<file path="config.mk">
export PLATFORM = sky130hd
export DESIGN_NAME = vga_timing_gen
export DESIGN_NICKNAME = d
export VERILOG_FILES = /design/src/rtl/vga_timing_pkg.sv /design/src/rtl/vga_axis_counter.sv /design/src/rtl/vga_timing_gen.sv
export SDC_FILE = /design/constraint.sdc
export NUM_CORES = 1
export LEC_CHECK = 0
export ABC_AREA = 0
export BUFFER_PORTS_ARGS = -buffer_cell sky130_fd_sc_hd__buf_4
export CAP_MARGIN = 40
export CORE_AREA = 2 2 67 69
export CTS_CLUSTER_DIAMETER = 80
export CTS_CLUSTER_SIZE = 28
export DETAILED_ROUTE_END_ITERATION = 16
export DIE_AREA = 0 0 69 71
export GPL_ROUTABILITY_DRIVEN = 1
export MAX_ROUTING_LAYER = met4
export PLACE_DENSITY = 0.65
export SLEW_MARGIN = 20
export SYNTH_ARGS = -nofsm -noshare
export SYNTH_HDL_FRONTEND = slang
export SYNTH_SLANG_ARGS = --single-unit
</file>
<file path="constraint.sdc">
create_clock -name clk -period 3.91 [get_ports clk]
set_input_delay 0.782 -clock clk [delete_from_list [all_inputs] [get_ports clk]]
set_output_delay 0.782 -clock clk [all_outputs]
set_load 0.1 [all_outputs]
</file>
<file path="src/rtl/vga_timing_pkg.sv">
// Shared timing defaults and axis phase encoding for the VGA timing generator.
package vga_timing_pkg;

    // Counter / coordinate width shared by both axes and the x/y ports.
    localparam int unsigned CNT_W = 10;

    // 640x480 @ 60 Hz industry timing, in pixel steps (h) and lines (v).
    localparam int unsigned DEF_H_ACTIVE = 640;
    localparam int unsigned DEF_H_FP     = 16;
    localparam int unsigned DEF_H_SYNC   = 96;
    localparam int unsigned DEF_H_BP     = 48;
    localparam int unsigned DEF_V_ACTIVE = 480;
    localparam int unsigned DEF_V_FP     = 10;
    localparam int unsigned DEF_V_SYNC   = 2;
    localparam int unsigned DEF_V_BP     = 33;

    localparam int unsigned DEF_H_TOTAL = DEF_H_ACTIVE + DEF_H_FP + DEF_H_SYNC + DEF_H_BP;
    localparam int unsigned DEF_V_TOTAL = DEF_V_ACTIVE + DEF_V_FP + DEF_V_SYNC + DEF_V_BP;

    // Phase of one scan axis. The horizontal instance walks
    // H_ACT/H_FRONT/H_SYNCP/H_BACK and the vertical one V_ACT/V_FRONT/V_SYNCP/V_BACK;
    // both use this common encoding.
    typedef enum logic [1:0] {
        AX_ACT   = 2'd0,
        AX_FRONT = 2'd1,
        AX_SYNCP = 2'd2,
        AX_BACK  = 2'd3
    } axis_state_e;

    typedef axis_state_e h_state_e;
    typedef axis_state_e v_state_e;

endpackage

</file>
<file path="src/rtl/vga_axis_counter.sv">
// One scan axis: position counter plus active/front/sync/back phase FSM.
// 'step' advances the axis by one position; 'wrap' flags the step that
// returns the counter from TOTAL-1 to 0. in_active/in_sync and cnt_nxt
// describe the position the axis holds after the current clock edge, so the
// parent can register them together with the counter.
module vga_axis_counter
    import vga_timing_pkg::*;
#(
    parameter int unsigned ACTIVE = DEF_H_ACTIVE,
    parameter int unsigned FP     = DEF_H_FP,
    parameter int unsigned SYNC   = DEF_H_SYNC,
    parameter int unsigned BP     = DEF_H_BP
) (
    input  logic             clk,
    input  logic             rst_n,
    input  logic             step,
    output logic [CNT_W-1:0] cnt_nxt,
    output logic             wrap,
    output logic             in_active,
    output logic             in_sync
);

    localparam int unsigned TOTAL = ACTIVE + FP + SYNC + BP;

    localparam logic [CNT_W-1:0] END_ACT   = CNT_W'(ACTIVE - 1);
    localparam logic [CNT_W-1:0] END_FRONT = CNT_W'(ACTIVE + FP - 1);
    localparam logic [CNT_W-1:0] END_SYNC  = CNT_W'(ACTIVE + FP + SYNC - 1);
    localparam logic [CNT_W-1:0] END_BACK  = CNT_W'(TOTAL - 1);

    logic [CNT_W-1:0] cnt;
    axis_state_e      state;
    axis_state_e      state_nxt;
    logic             at_end;

    assign at_end = (cnt == END_BACK);
    assign wrap   = step & at_end;

    // Counter and phase register; reset parks the axis on its last position
    // so the first step lands on position 0 in the active phase.
    always_ff @(posedge clk or negedge rst_n) begin
        if (!rst_n) begin
            cnt   <= END_BACK;
            state <= AX_BACK;
        end else begin
            cnt   <= cnt_nxt;
            state <= state_nxt;
        end
    end

    // Next position and next phase; the phase leaves each region on its last count.
    always_comb begin
        cnt_nxt   = cnt;
        state_nxt = state;
        if (step) begin
            cnt_nxt = at_end ? '0 : cnt + 1'b1;
            case (state)
                AX_ACT:   if (cnt == END_ACT)   state_nxt = AX_FRONT;
                AX_FRONT: if (cnt == END_FRONT) state_nxt = AX_SYNCP;
                AX_SYNCP: if (cnt == END_SYNC)  state_nxt = AX_BACK;
                AX_BACK:  if (cnt == END_BACK)  state_nxt = AX_ACT;
                default:                        state_nxt = AX_BACK;
            endcase
        end
    end

    assign in_active = (state_nxt == AX_ACT);
    assign in_sync   = (state_nxt == AX_SYNCP);

endmodule

</file>
<file path="src/rtl/vga_timing_gen.sv">
// VGA raster timing generator: pixel/line counters, sync pulses, blanking
// and a once-per-frame tick at the start of vertical blank.
// Build option VGA_PIX_DIV_EN: clk runs at twice the pixel rate and an
// internal 1-bit divider produces pix_en / VGA_CLK. Without it clk is the
// pixel clock and every clk after reset is a pixel step.
module vga_timing_gen
    import vga_timing_pkg::*;
#(
    parameter int unsigned H_ACTIVE = DEF_H_ACTIVE,
    parameter int unsigned H_FP     = DEF_H_FP,
    parameter int unsigned H_SYNC   = DEF_H_SYNC,
    parameter int unsigned H_BP     = DEF_H_BP,
    parameter int unsigned V_ACTIVE = DEF_V_ACTIVE,
    parameter int unsigned V_FP     = DEF_V_FP,
    parameter int unsigned V_SYNC   = DEF_V_SYNC,
    parameter int unsigned V_BP     = DEF_V_BP
) (
    input  logic             clk,
    input  logic             rst_n,
    output logic [CNT_W-1:0] x,
    output logic [CNT_W-1:0] y,
    output logic             active_pixels,
    output logic             VGA_HS,
    output logic             VGA_VS,
    output logic             VGA_BLANK_N,
    output logic             VGA_SYNC_N,
    output logic             VGA_CLK,
    output logic             pix_en,
    output logic             frame_tick
);

    localparam logic [CNT_W-1:0] V_BLANK_START = CNT_W'(V_ACTIVE);

    logic             step;
    logic [CNT_W-1:0] h_cnt_nxt;
    logic [CNT_W-1:0] v_cnt_nxt;
    logic             h_wrap;
    logic             v_wrap_unused;
    logic             h_active;
    logic             v_active;
    logic             h_sync;
    logic             v_sync;
    logic             frame_hit;

`ifdef VGA_PIX_DIV_EN
    logic phase;

    // Divide-by-two phase; edges where it is high are pixel steps.
    always_ff @(posedge clk or negedge rst_n) begin
        if (!rst_n) begin
            phase <= 1'b0;
        end else begin
            phase <= ~phase;
        end
    end

    assign step    = phase;
    assign VGA_CLK = phase;
`else
    assign step    = 1'b1;
    // Held low in reset so the DAC sees no clock while the raster is parked.
    assign VGA_CLK = rst_n & ~clk;
`endif

    vga_axis_counter #(
        .ACTIVE (H_ACTIVE),
        .FP     (H_FP),
        .SYNC   (H_SYNC),
        .BP     (H_BP)
    ) u_h_axis (
        .clk       (clk),
        .rst_n     (rst_n),
        .step      (step),
        .cnt_nxt   (h_cnt_nxt),
        .wrap      (h_wrap),
        .in_active (h_active),
        .in_sync   (h_sync)
    );

    vga_axis_counter #(
        .ACTIVE (V_ACTIVE),
        .FP     (V_FP),
        .SYNC   (V_SYNC),
        .BP     (V_BP)
    ) u_v_axis (
        .clk       (clk),
        .rst_n     (rst_n),
        .step      (h_wrap),
        .cnt_nxt   (v_cnt_nxt),
        .wrap      (v_wrap_unused),
        .in_active (v_active),
        .in_sync   (v_sync)
    );

    // Line wrap that moves the vertical count onto the first blank line.
    assign frame_hit = h_wrap & (v_cnt_nxt == V_BLANK_START);

    // Registered outputs, refreshed on every pixel step; the strobes are
    // re-evaluated every clk so they last exactly one clk.
    always_ff @(posedge clk or negedge rst_n) begin
        if (!rst_n) begin
            x             <= '0;
            y             <= '0;
            active_pixels <= 1'b0;
            VGA_HS        <= 1'b1;
            VGA_VS        <= 1'b1;
            pix_en        <= 1'b0;
            frame_tick    <= 1'b0;
        end else begin
            pix_en     <= step;
            frame_tick <= frame_hit;
            if (step) begin
                x             <= h_cnt_nxt;
                y             <= v_cnt_nxt;
                active_pixels <= h_active & v_active;
                VGA_HS        <= ~h_sync;
                VGA_VS        <= ~v_sync;
            end
        end
    end

    assign VGA_BLANK_N = active_pixels;
    assign VGA_SYNC_N  = 1'b0;

endmodule
</file>
==> results of run 1 <==
through the flow:
stage               hold slack, ns  cell area, um2
global route                0.3595            2272
global placement            0.5503            2118
floorplan                   0.4864            1989
detailed placement          0.5547            2118
finish                      0.3349            2272
CTS                         0.3512            2272
power groups by stage:
| stage | clock network, mW | logic, mW | registers [mW] |
|---|---|---|---|
| detailed placement | 0.0549 | 0.0178 | 0.412 |
| floorplan | 0.0465 | 0.00501 | 0.416 |
| CTS | 0.473 | 0.0178 | 0.405 |
| global placement | 0.0549 | 0.0173 | 0.412 |
| global route | 0.497 | 0.0189 | 0.405 |
| finish | 0.461 | 0.0170 | 0.405 |
area by class of cell:
class / instances / area, um2
Inverter: 4 / 15.01
Timing Repair Buffer: 28 / 210.2
Multi-Input combinational cell: 118 / 824.5
Tap cell: 52 / 65.06
Fill cell: 397 / 1932
Sequential cell: 39 / 996.0
Clock inverter: 3 / 43.79
Clock buffer: 9 / 117.6
how the worst max path moves through the flow:
stage	startpoint	to	slack, ns	cells after the start
floorplan	clk	VGA_CLK	0.38	1
global placement	clk	VGA_CLK	0.81	2
detailed placement	clk	VGA_CLK	0.81	2
CTS	clk	VGA_CLK	0.55	4
global route	clk	VGA_CLK	0.52	4
finish	clk	VGA_CLK	0.57	4
flip-flops by register name (all words and copies together), names as in the netlist, 2 cells and up:
register,count
u_h_axis.cnt,10
u_h_axis.state,2
u_v_axis.cnt,10
u_v_axis.state,2
x,7
y,3
routing by layer:
layer	vias up	part of all wire [%]
li1	677	-
met1	682	43
met2	39	49
met3	9	4.8
met4	0	2.8
met5	-	0
kinds of logic after synthesis:
| logic type | after synthesis | share of synthesized area, % |
|---|---|---|
| compound gates | 28 | 9.635 |
| xor+xnor | 10 | 4.408 |
| fa+ha+maj | 4 | 2.519 |
| buf+inv | 28 | 8.501 |
| flops | 39 | 50.13 |
| mux | 4 | 2.141 |
| other cells | 2 | 0.3780 |
| simple gates | 70 | 22.29 |
placed cells by master, fill, tap and decap left out, types with 2 or more instances in the layout:
cell type | netlist | routed
a21oi_1 | 2 | 2
a311o_1 | 2 | 2
a31oi_1 | 4 | 4
and2_1 | 2 | 2
and3_1 | 2 | 2
and4_1 | 2 | 2
and4b_1 | 3 | 3
buf_4 | 13 | 29
clkbuf_8 | 0 | 8
conb_1 | 2 | 2
dfrtp_1 | 23 | 23
dfstp_2 | 16 | 16
ha_1 | 4 | 4
inv_1 | 4 | 4
mux2_2 | 2 | 2
mux2i_1 | 2 | 2
nand2_1 | 11 | 11
nand2b_1 | 2 | 2
nand3_1 | 8 | 8
nand4_1 | 5 | 5
nor2_1 | 11 | 11
nor3_1 | 3 | 3
nor3b_1 | 4 | 4
nor4_1 | 2 | 2
nor4b_1 | 2 | 2
nor4bb_1 | 2 | 2
o21ai_0 | 9 | 9
o22ai_1 | 2 | 2
or2_2 | 2 | 2
xnor2_1 | 5 | 5
xor2_1 | 5 | 5
==> summary.md, run 1 <==
| Metric | Value |
|---|---|
| Final hold vios | `0` |
| VDD IR max | `0.0004124 V` |
| DR vias | `1407` |
| Grt peak-use layer | `met2` |
| Area leader, netlist | `dfrtp_1` |
| Most common flop cell mapped by yosys | `dfrtp_1` |
| Die height | `71 um` |
| Int Power | `0.6706 mW` |
| PwrDens | `388.3 nW/um2` |
| Syn nets | `191` |
| Post-CTS setup buffers | `0` |
| Global Route met1 Usage | `19.05%` |
| Core area | `4204 um2` |
| Crit. End Element | `primary output` |
| Die Area | `4899 um2` |
| GR Util met3 | `5.128%` |
| Reg power frac | `45.9%` |
| Die width | `69 um` |
| Final WS setup | `0.5668 ns` |
| First-pass GRT wire length | `6313 um` |
| R2r endpoint | `frame_tick$_DFF_PN0_` |
| Max stage delay on crit path | `0.29 ns` |
| Post-synth EDFFs | `0` |
| Endpoints failing setup | `0` |
| Final Core Density | `54.05%` |
| FF-to-FF Start | `u_h_axis.cnt[0]$_DFF_PN1_` |
| YS warnings | `0` |
| GPL Wtd Cong | `0.9010` |
| Arr. time, crit path | `2.56 ns` |
| Worst-Margin Slew | `0.5007 ns` |
| Crit-path most repeated cell | `clkbuf_8` |
| CP max stage cell | `buf_4` |
| Asr flop ratio synth | `100.0%` |
| Initial antenna violation count | `0` |
| DP Worst Slack | `0.8106 ns` |
| Hold buffers post-CTS | `0` |
| Dpl cells | `242` |
| Fin Clk Skew | `0.009877 ns` |
| Critical path class | `clk2out` |
| Worst R2R Setup Slack | `1.30 ns` |
| # rows | `24` |
| Worst Path Max Fanout | `2` |
| Final Routed Wirelength | `3598 um` |
| Nets | `206` |
| DR pass1 iterations | `4` |
| Setup crit start kind | `clock port` |
| Global route overflow | `0` |
| Max_cap viols | `0` |
| Post-DP HPWL | `2502 um` |
| Tot Pwr | `0.8824 mW` |
| Worst hold path class | `in2async` |
| Leakage Power | `1.024 nW` |
| Worst Reg-to-Reg Cells | `7` |
| Ant. Diodes | `0` |
| RSZ-0062 raised after global routing | `false` |
| First DRT Iteration DRCs | `84` |
| Worst-skew pair later-pin latency | `0.39 ns` |
| Sw Pwr | `0.2117 mW` |
| Slew HR | `66.60%` |
| Vias in the first global route | `1413` |
| Post-Syn Instances | `185` |
| Met2 Track Usage GR | `26.71%` |
| GRT Util Overall | `16.99%` |
| Status | `finished, final reports clean` |
| Fin cells | `253` |
| Post-synthesis area per instance | `10.74 um2` |
| Synth top area cells | `dfrtp_1 29%, dfstp_2 21%, buf_4 4.9%` |
| Yosys top cell area share | `28.97%` |
| PortBufs | `28` |
| Worst path cell trace | `clkbuf_8, clkbuf_8, nor2b_2, buf_4` |
| Switching Share | `23.99%` |
| Mapped cell area | `1987 um2` |
| Post-synthesis sequential area ratio | `50.13%` |
| CTS tree | `done` |
| Via density per instance | `5.561` |
| Wire per inst | `14.22 um` |
| Slew Limit Fails | `0` |
| Critical Path RT | `3.13 ns` |
| Buf+Inv Stages, Crit Path | `3` |
| Antenna Violating Nets Remaining | `0` |
| Top cell family by delay on the critical path | `buffers and inverters` |
| Synth cell count leaders | `23 x dfrtp_1, 16 x dfstp_2, 13 x buf_4, 11 x nand2_1, 11 x nor2_1` |
| Largest net degree at the start of global routing | `41` |
| #FFs+latches synth | `39` |
| Initial Util | `47.26%` |
| Layout cells sized above 1 | `31.84%` |
| Most common cell in the netlist | `dfrtp_1` |
| Yosys cell types | `51` |
| Worst-path clk slew | `0.08 ns` |
| Cts repair resizes | `0` |
| Part of the power in the clock network | `52.2%` |
| Top Ports | `30` |
| Combinational power share | `1.9%` |
| TNS Setup | `0 ns` |
| Synth-to-layout area growth | `14.36%` |
| # DRC | `0` |
Note: power is estimated with default switching activity, not from simulation.
==> inputs of run 2 (changes only) <==
Settings changed: ABC_AREA 0 to 1, CORE_AREA 2 2 67 69 to 2 2 69 71, DIE_AREA 0 0 69 71 to 0 0 71 73.
==> summary.md, run 2 <==
| Metric | Value |
|---|---|
| Status | `finished, final reports clean (unchanged)` |
| Hold buffers post-CTS | `0 (unchanged)` |
| Xor and xnor area share after synthesis | `1.230% (was 4.408%)` |
| TNS Setup | `0 ns (unchanged)` |
| Leakage Power | `1.303 nW (was 1.024 nW)` |
| Proportion of synthesized area in mux cells | `0% (was 2.141%)` |
| Simple-gate portion of the synthesized area | `32.04% (was 22.29%)` |
| #FFs+latches synth | `39 (unchanged)` |
| Crit-path most repeated cell | `clkbuf_8 (unchanged)` |
| Yosys cell types | `27 (was 51)` |
| Crit. End Element | `primary output (unchanged)` |
| # DRC | `0 (unchanged)` |
| CTS tree | `done (unchanged)` |
| CP startpoint | `clk (unchanged)` |
| Worst hold path class | `in2async (unchanged)` |
| Die height | `73 um (was 71 um)` |
| GPL Wtd Cong | `0.9133 (was 0.9010)` |
| Worst path cell trace | `clkbuf_8, clkbuf_8, nor2_2, buf_4 (was clkbuf_8, clkbuf_8, nor2b_2, buf_4)` |
| Nets | `308 (was 206)` |
| Post-synthesis area per instance | `7.683 um2 (was 10.74 um2)` |
| Routed met3 length | `274 um (was 174 um)` |
| Final hold vios | `0 (unchanged)` |
| Ant. Diodes | `0 (unchanged)` |
| Syn nets | `284 (was 191)` |
| Final Routed Wirelength | `4442 um (was 3598 um)` |
| YS warnings | `0 (unchanged)` |
| Yosys top cell area share | `26.95% (was 28.97%)` |
| Asr flop ratio synth | `100.0% (unchanged)` |
| First-pass GRT wire length | `7652 um (was 6313 um)` |
| Commonest cells after routing, fill and taps aside | `65 x nand2_1, 50 x inv_1, 30 x nor2_1, 30 x nand3_1, 29 x buf_4 (was 29 x buf_4, 23 x dfrtp_1, 16 x dfstp_2, 11 x nor2_1, 11 x nand2_1)` |
| First DRT Iteration DRCs | `125 (was 84)` |
| Commonest non-fill, non-tap cell in the layout | `nand2_1 (was buf_4)` |
| Die width | `71 um (was 69 um)` |
| Top Ports | `30 (unchanged)` |
| Final Hold Slack | `0.4237 ns (was 0.3349 ns)` |
| Core area | `4536 um2 (was 4204 um2)` |
| Post-synthesis compound-gate area fraction | `3.222% (was 9.635%)` |
| Critical path class | `clk2out (unchanged)` |
| Largest net degree at the start of global routing | `40 (was 41)` |
| Initial Util | `47.09% (was 47.26%)` |
| Most common cell in the netlist | `nand2_1 (was dfrtp_1)` |
| Initial antenna violation count | `0 (unchanged)` |
| Setup crit start kind | `clock port (unchanged)` |
| Via density per instance | `4.966 (was 5.561)` |
| Fillcell total | `436 (was 397)` |
| Worst Setup EP | `VGA_CLK (unchanged)` |
| Buf+Inv Stages, Crit Path | `3 (unchanged)` |
| Synth top area cells | `dfrtp_1 27%, dfstp_2 20%, nand2_1 11% (was dfrtp_1 29%, dfstp_2 21%, buf_4 4.9%)` |
| Critical Path RT | `3.13 ns (about the same)` |
| Max stage delay on crit path | `0.32 ns (was 0.29 ns)` |
| DR pass1 iterations | `4 (unchanged)` |
| Post-CTS setup buffers | `0 (unchanged)` |
| Post-synthesis sequential area ratio | `46.63% (was 50.13%)` |
| Post-Syn Instances | `278 (was 185)` |
| Worst Path Max Fanout | `2 (unchanged)` |
| Wire per inst | `12.44 um (was 14.22 um)` |
| Metal2 WL | `2104 um (was 1764 um)` |
| Arr. time, crit path | `2.65 ns (was 2.56 ns)` |
| DR vias | `1773 (was 1407)` |
| Synth cell count leaders | `65 x nand2_1, 50 x inv_1, 31 x nor2_1, 30 x nand3_1, 23 x dfrtp_1 (was 23 x dfrtp_1, 16 x dfstp_2, 13 x buf_4, 11 x nand2_1, 11 x nor2_1)` |
| Layout cells sized above 1 | `21.78% (was 31.84%)` |
| Synthesized-area fraction occupied by adder cells | `2.343% (was 2.519%)` |
| Wl on met1 | `1926 um (was 1559 um)` |
| Fin cells | `357 (was 253)` |
| RSZ-0062 raised after global routing | `false (unchanged)` |
| Post-DP HPWL | `3272 um (was 2502 um)` |
| Worst Reg-to-Reg Cells | `10 (was 7)` |
| Global route overflow | `0 (unchanged)` |
| Tot Pwr | `0.8955 mW (was 0.8824 mW)` |
| Endpoints failing setup | `0 (unchanged)` |
| PwrDens | `363.1 nW/um2 (was 388.3 nW/um2)` |
| Dpl cells | `346 (was 242)` |
| Worst-path clk slew | `0.07 ns (was 0.08 ns)` |
| Cts repair resizes | `0 (unchanged)` |
| Fin Clk Skew | `0.004927 ns (was 0.009877 ns)` |
| FF-to-FF Start | `u_h_axis.cnt[0]$_DFF_PN1_ (unchanged)` |
| PortBufs | `28 (unchanged)` |
| Top routing layer used | `met4 (unchanged)` |
| Die Area | `5183 um2 (was 4899 um2)` |
| CP max stage cell | `buf_4 (unchanged)` |
| Area leader, netlist | `dfrtp_1 (unchanged)` |
| Max_cap viols | `0 (unchanged)` |
| Most common flop cell mapped by yosys | `dfrtp_1 (unchanged)` |
| # rows | `25 (was 24)` |
| Worst path depth | `4 (unchanged)` |
| Vias in the first global route | `1672 (was 1413)` |
| GRT Util Overall | `20.30% (was 16.99%)` |
| Mapped cell area | `2136 um2 (was 1987 um2)` |
| Antenna Violating Nets Remaining | `0 (unchanged)` |
| Synth-to-layout area growth | `15.47% (was 14.36%)` |
| Slew Limit Fails | `0 (unchanged)` |
| R2r endpoint | `frame_tick$_DFF_PN0_ (unchanged)` |
| Post-synth EDFFs | `0 (unchanged)` |
| Top cell family by delay on the critical path | `buffers and inverters (unchanged)` |
| Worst-skew pair later-pin latency | `0.40 ns (was 0.39 ns)` |
| Worst R2R Setup Slack | `1.88 ns (was 1.30 ns)` |
| VDD IR max | `0.0002794 V (was 0.0004124 V)` |
| Largest family of logic cells by synthesized area | `simple AND/OR/NAND/NOR gates (unchanged)` |
| Largest regs | `u_h_axis.cnt x10, u_v_axis.cnt x10, x x7 (unchanged)` |
[run 2: changes by cell type after synthesis, moves of 5 or more]
cell / delta
nor3_1: +7
inv_1: +46
xnor2_1: -5
nand3_1: +22
nand2_1: +54
nor2_1: +20
[run 2: power breakdown]
group / internal, mW / switching, mW / leakage [nW] / total (mW)
Sequential: 0.404 / 0.000111 / 0.466 / 0.405
Clock: 0.265 / 0.208 / 0.0867 / 0.473
Combinational: 0.00204 / 0.0163 / 0.750 / 0.0183
Total: 0.671 / 0.224 / 1.30 / 0.896
[run 2: kinds of logic (layout without fill, tap and decap cells)]
| group | count (synthesis) | after routing |
|---|---|---|
| AOI/OAI and AO/OA | 12 | 12 |
| xor gates and xnor gates | 3 | 3 |
| adders and majority gates | 4 | 4 |
| buffers and inverters | 66 | 91 |
| DFF | 39 | 39 |
| other | 2 | 2 |
| and+or+nand+nor | 152 | 152 |
[run 2: through the flow]
stage                     util [%]  worst slack, ns  area, um2
final                        54.37           0.4764       2466
after global placement       50.98           0.8163       2312
after floorplan                  -           0.3862       2138
after CTS                    54.37           0.4398       2466
after global routing         54.37           0.4472       2466
after detailed placement     50.98           0.8163       2312
[run 2: area by class of cell]
cell class | instances | area (um2) | area share, %
Clock inverter | 3 | 43.79 | 1.776
Tap cell | 54 | 67.56 | 2.740
Sequential cell | 39 | 996.0 | 40.39
Multi-Input combinational cell | 173 | 839.6 | 34.04
Inverter | 51 | 191.4 | 7.763
Clock buffer | 9 | 117.6 | 4.769
Timing Repair Buffer | 28 | 210.2 | 8.524
[run 2: routing by layer]
metal	GRT usage, %	vias to the layer above
met2	29.91	54
met5	-	-
met3	7.320	10
met1	24.16	819
met4	11.53	0
li1	-	890
[run 2: worst min path at each step]
| stage | cells after the start | end | slack (ns) | from |
|---|---|---|---|---|
| after global placement | 2 | u_v_axis.cnt[3]$_DFF_PN1_ | 0.53 | u_v_axis.cnt[3]$_DFF_PN1_ |
| after detailed placement | 2 | u_v_axis.cnt[3]$_DFF_PN1_ | 0.53 | u_v_axis.cnt[3]$_DFF_PN1_ |
| after floorplan | 0 | VGA_BLANK_N$_DFF_PN0_ | 0.49 | rst_n |
| after global routing | 2 | u_v_axis.cnt[8]$_DFF_PN0_ | 0.46 | rst_n |
| final | 2 | u_v_axis.cnt[7]$_DFF_PN0_ | 0.42 | rst_n |
| after CTS | 2 | u_v_axis.cnt[8]$_DFF_PN0_ | 0.45 | rst_n |
==> inputs of run 3 (changes only) <==
Settings changed: ABC_AREA 1 to unset, CORE_AREA 2 2 69 71 to 2 2 67 69, DIE_AREA 0 0 71 73 to 0 0 69 71, PLACE_DENSITY 0.65 to 0.69.
Clock period 3.91 ns to 3.3 ns, I/O delays scaled along.
==> summary.md, run 3 (synthesis results as in run 1) <==
| Metric | Value |
|---|---|
| Synth-to-layout area growth | `13.29% (was 15.47%)` |
| First DRT Iteration DRCs | `81 (was 125)` |
| Commonest cells after routing, fill and taps aside | `30 x buf_4, 23 x dfrtp_1, 16 x dfstp_2, 11 x nor2_1, 11 x nand2_1 (was 65 x nand2_1, 50 x inv_1, 30 x nor2_1, 30 x nand3_1, 29 x buf_4)` |
| Layout cells sized above 1 | `32.18% (was 21.78%)` |
| Worst-Margin Slew | `0.5155 ns` |
| Tot Pwr | `0.9646 mW (was 0.8955 mW)` |
| Final WS setup | `0.3689 ns (was 0.4764 ns)` |
| CTS tree | `done (unchanged)` |
| Largest net degree at the start of global routing | `40 (unchanged)` |
| Worst Path Max Fanout | `2 (unchanged)` |
| Ant. Diodes | `0 (unchanged)` |
| Final hold vios | `0 (unchanged)` |
| Initial antenna violation count | `0 (unchanged)` |
| Initial Util | `47.26% (was 47.09%)` |
| Worst-path clk slew | `0.07 ns (about the same)` |
| TNS Setup | `0 ns (unchanged)` |
| Die width | `69 um (was 71 um)` |
| Via density per instance | `5.496 (was 4.966)` |
| Leakage Power | `1.018 nW (was 1.303 nW)` |
| Slew Limit Fails | `0 (unchanged)` |
| PortBufs | `28 (unchanged)` |
| Fillcell total | `388 (was 436)` |
| Cts repair resizes | `0 (unchanged)` |
| Critical path class | `clk2out (unchanged)` |
| Arr. time, crit path | `2.27 ns (was 2.65 ns)` |
| Placed Area | `2126 um2 (was 2312 um2)` |
| DP Worst Slack | `0.6300 ns (was 0.8163 ns)` |
| Nets | `207 (was 308)` |
| Multi-input logic area | `824.5 um2 (was 839.6 um2)` |
| Setup crit start kind | `clock port (unchanged)` |
| DR vias | `1396 (was 1773)` |
| Final instance area | `2251 um2 (was 2466 um2)` |
| RSZ-0062 raised after global routing | `false (unchanged)` |
| Worst-skew pair later-pin latency | `0.39 ns (was 0.40 ns)` |
| VDD IR max | `0.0002939 V (was 0.0002794 V)` |
| Endpoints failing setup | `0 (unchanged)` |
| Top Ports | `30 (unchanged)` |
| Global route overflow | `0 (unchanged)` |
| Worst Reg-to-Reg Cells | `6 (was 10)` |
| Worst hold path class | `in2async (unchanged)` |
| Reg area | `996.0 um2 (unchanged)` |
| FF-to-FF Start | `u_h_axis.cnt[0]$_DFF_PN1_ (unchanged)` |
| Post-CTS setup buffers | `0 (unchanged)` |
| Wire per inst | `15.05 um (was 12.44 um)` |
| DR pass1 iterations | `4 (unchanged)` |
| CP startpoint | `clk (unchanged)` |
| Commonest non-fill, non-tap cell in the layout | `buf_4 (was nand2_1)` |
| Max_cap viols | `0 (unchanged)` |
| First-pass GRT wire length | `6492 um (was 7652 um)` |
| Post-DP HPWL | `2662 um (was 3272 um)` |
| # rows | `24 (was 25)` |
| # DRC | `0 (unchanged)` |
| Antenna Violating Nets Remaining | `0 (unchanged)` |
| Largest regs | `u_h_axis.cnt x10, u_v_axis.cnt x10, x x7 (unchanged)` |
| Core area | `4204 um2 (was 4536 um2)` |
| Die height | `71 um (was 73 um)` |
| GPL Wtd Cong | `0.9179 (was 0.9133)` |
| Critical Path RT | `2.64 ns (was 3.13 ns)` |
| Final Hold Slack | `0.3266 ns (was 0.4237 ns)` |
| Final Routed Wirelength | `3822 um (was 4442 um)` |
| PwrDens | `428.5 nW/um2 (was 363.1 nW/um2)` |
| Die Area | `4899 um2 (was 5183 um2)` |
| Vias in the first global route | `1390 (was 1672)` |
| Slew HR | `65.60%` |
| Hold buffers post-CTS | `0 (unchanged)` |
| Status | `finished, final reports clean (unchanged)` |
| Crit. End Element | `primary output (unchanged)` |
| GRT Util Overall | `17.54% (was 20.30%)` |
| Fin Clk Skew | `0.003436 ns (was 0.004927 ns)` |
==> run 3: cell types whose count changed in the layout (fill, tap and decap cells not counted), sizes merged, moves of 3 or more <==
| cell | change |
|---|---|
| xnor2 | +5 |
| nor3 | -7 |
| a31oi | +4 |
| nand2 | -55 |
| and4b | +3 |
| nor2 | -24 |
| inv | -47 |
| nand3 | -24 |
| nor3b | +4 |
| nor4 | +3 |
==> run 3: power by group <==
group	switching [mW]	total (mW)	leakage, nW	internal (mW)
sequential	0.000137	0.480	0.466	0.479
combinational	0.0190	0.0214	0.475	0.00235
clock	0.230	0.464	0.0776	0.233
==> run 3: layout make-up <==
cell class / instances / share of cell area, %
inverters: 4 / 0.6670
multi-input cells: 118 / 36.63
clock buffers: 9 / 5.225
well taps: 52 / 2.890
repair buffers: 29 / 9.672
clock inverters: 3 / 0.6670
flip-flops and latches: 39 / 44.25
==> run 3: worst paths after layout <==
path | to | slack (ns)
worst max-delay path | VGA_CLK | 0.37
min in group clk | u_h_axis.cnt[2]$_DFF_PN1_ | 0.57
worst min register to register | u_h_axis.cnt[2]$_DFF_PN1_ | 0.57
max in group asynchronous | u_v_axis.cnt[9]$_DFF_PN1_ | 2.62
worst min-delay path | x[2]$_DFF_PN0_ | 0.33
worst max register to register | VGA_BLANK_N$_DFF_PN0_ | 0.86
==> run 3: layer usage <==
metal / up-vias / GRT usage (%) / share of wire (%)
met4: 0 / 8.715 / 2.1
li1: 678 / - / -
met3: 6 / 5.271 / 2.9
met2: 22 / 28.10 / 50
met1: 690 / 20.11 / 45
met5: - / - / 0
==> run 3: critical path, cell delays in order <==
cell and delay (ns):
clkbuf_8 0.11, clkbuf_8 0.12, nor2b_2 0.10, buf_4 0.29
==> run 3: stage by stage <==
step	cells	util [%]
finish	254	53.54
global route	254	53.54
CTS	254	53.54
detailed placement	243	50.57
global placement	243	50.57
floorplan	185	-
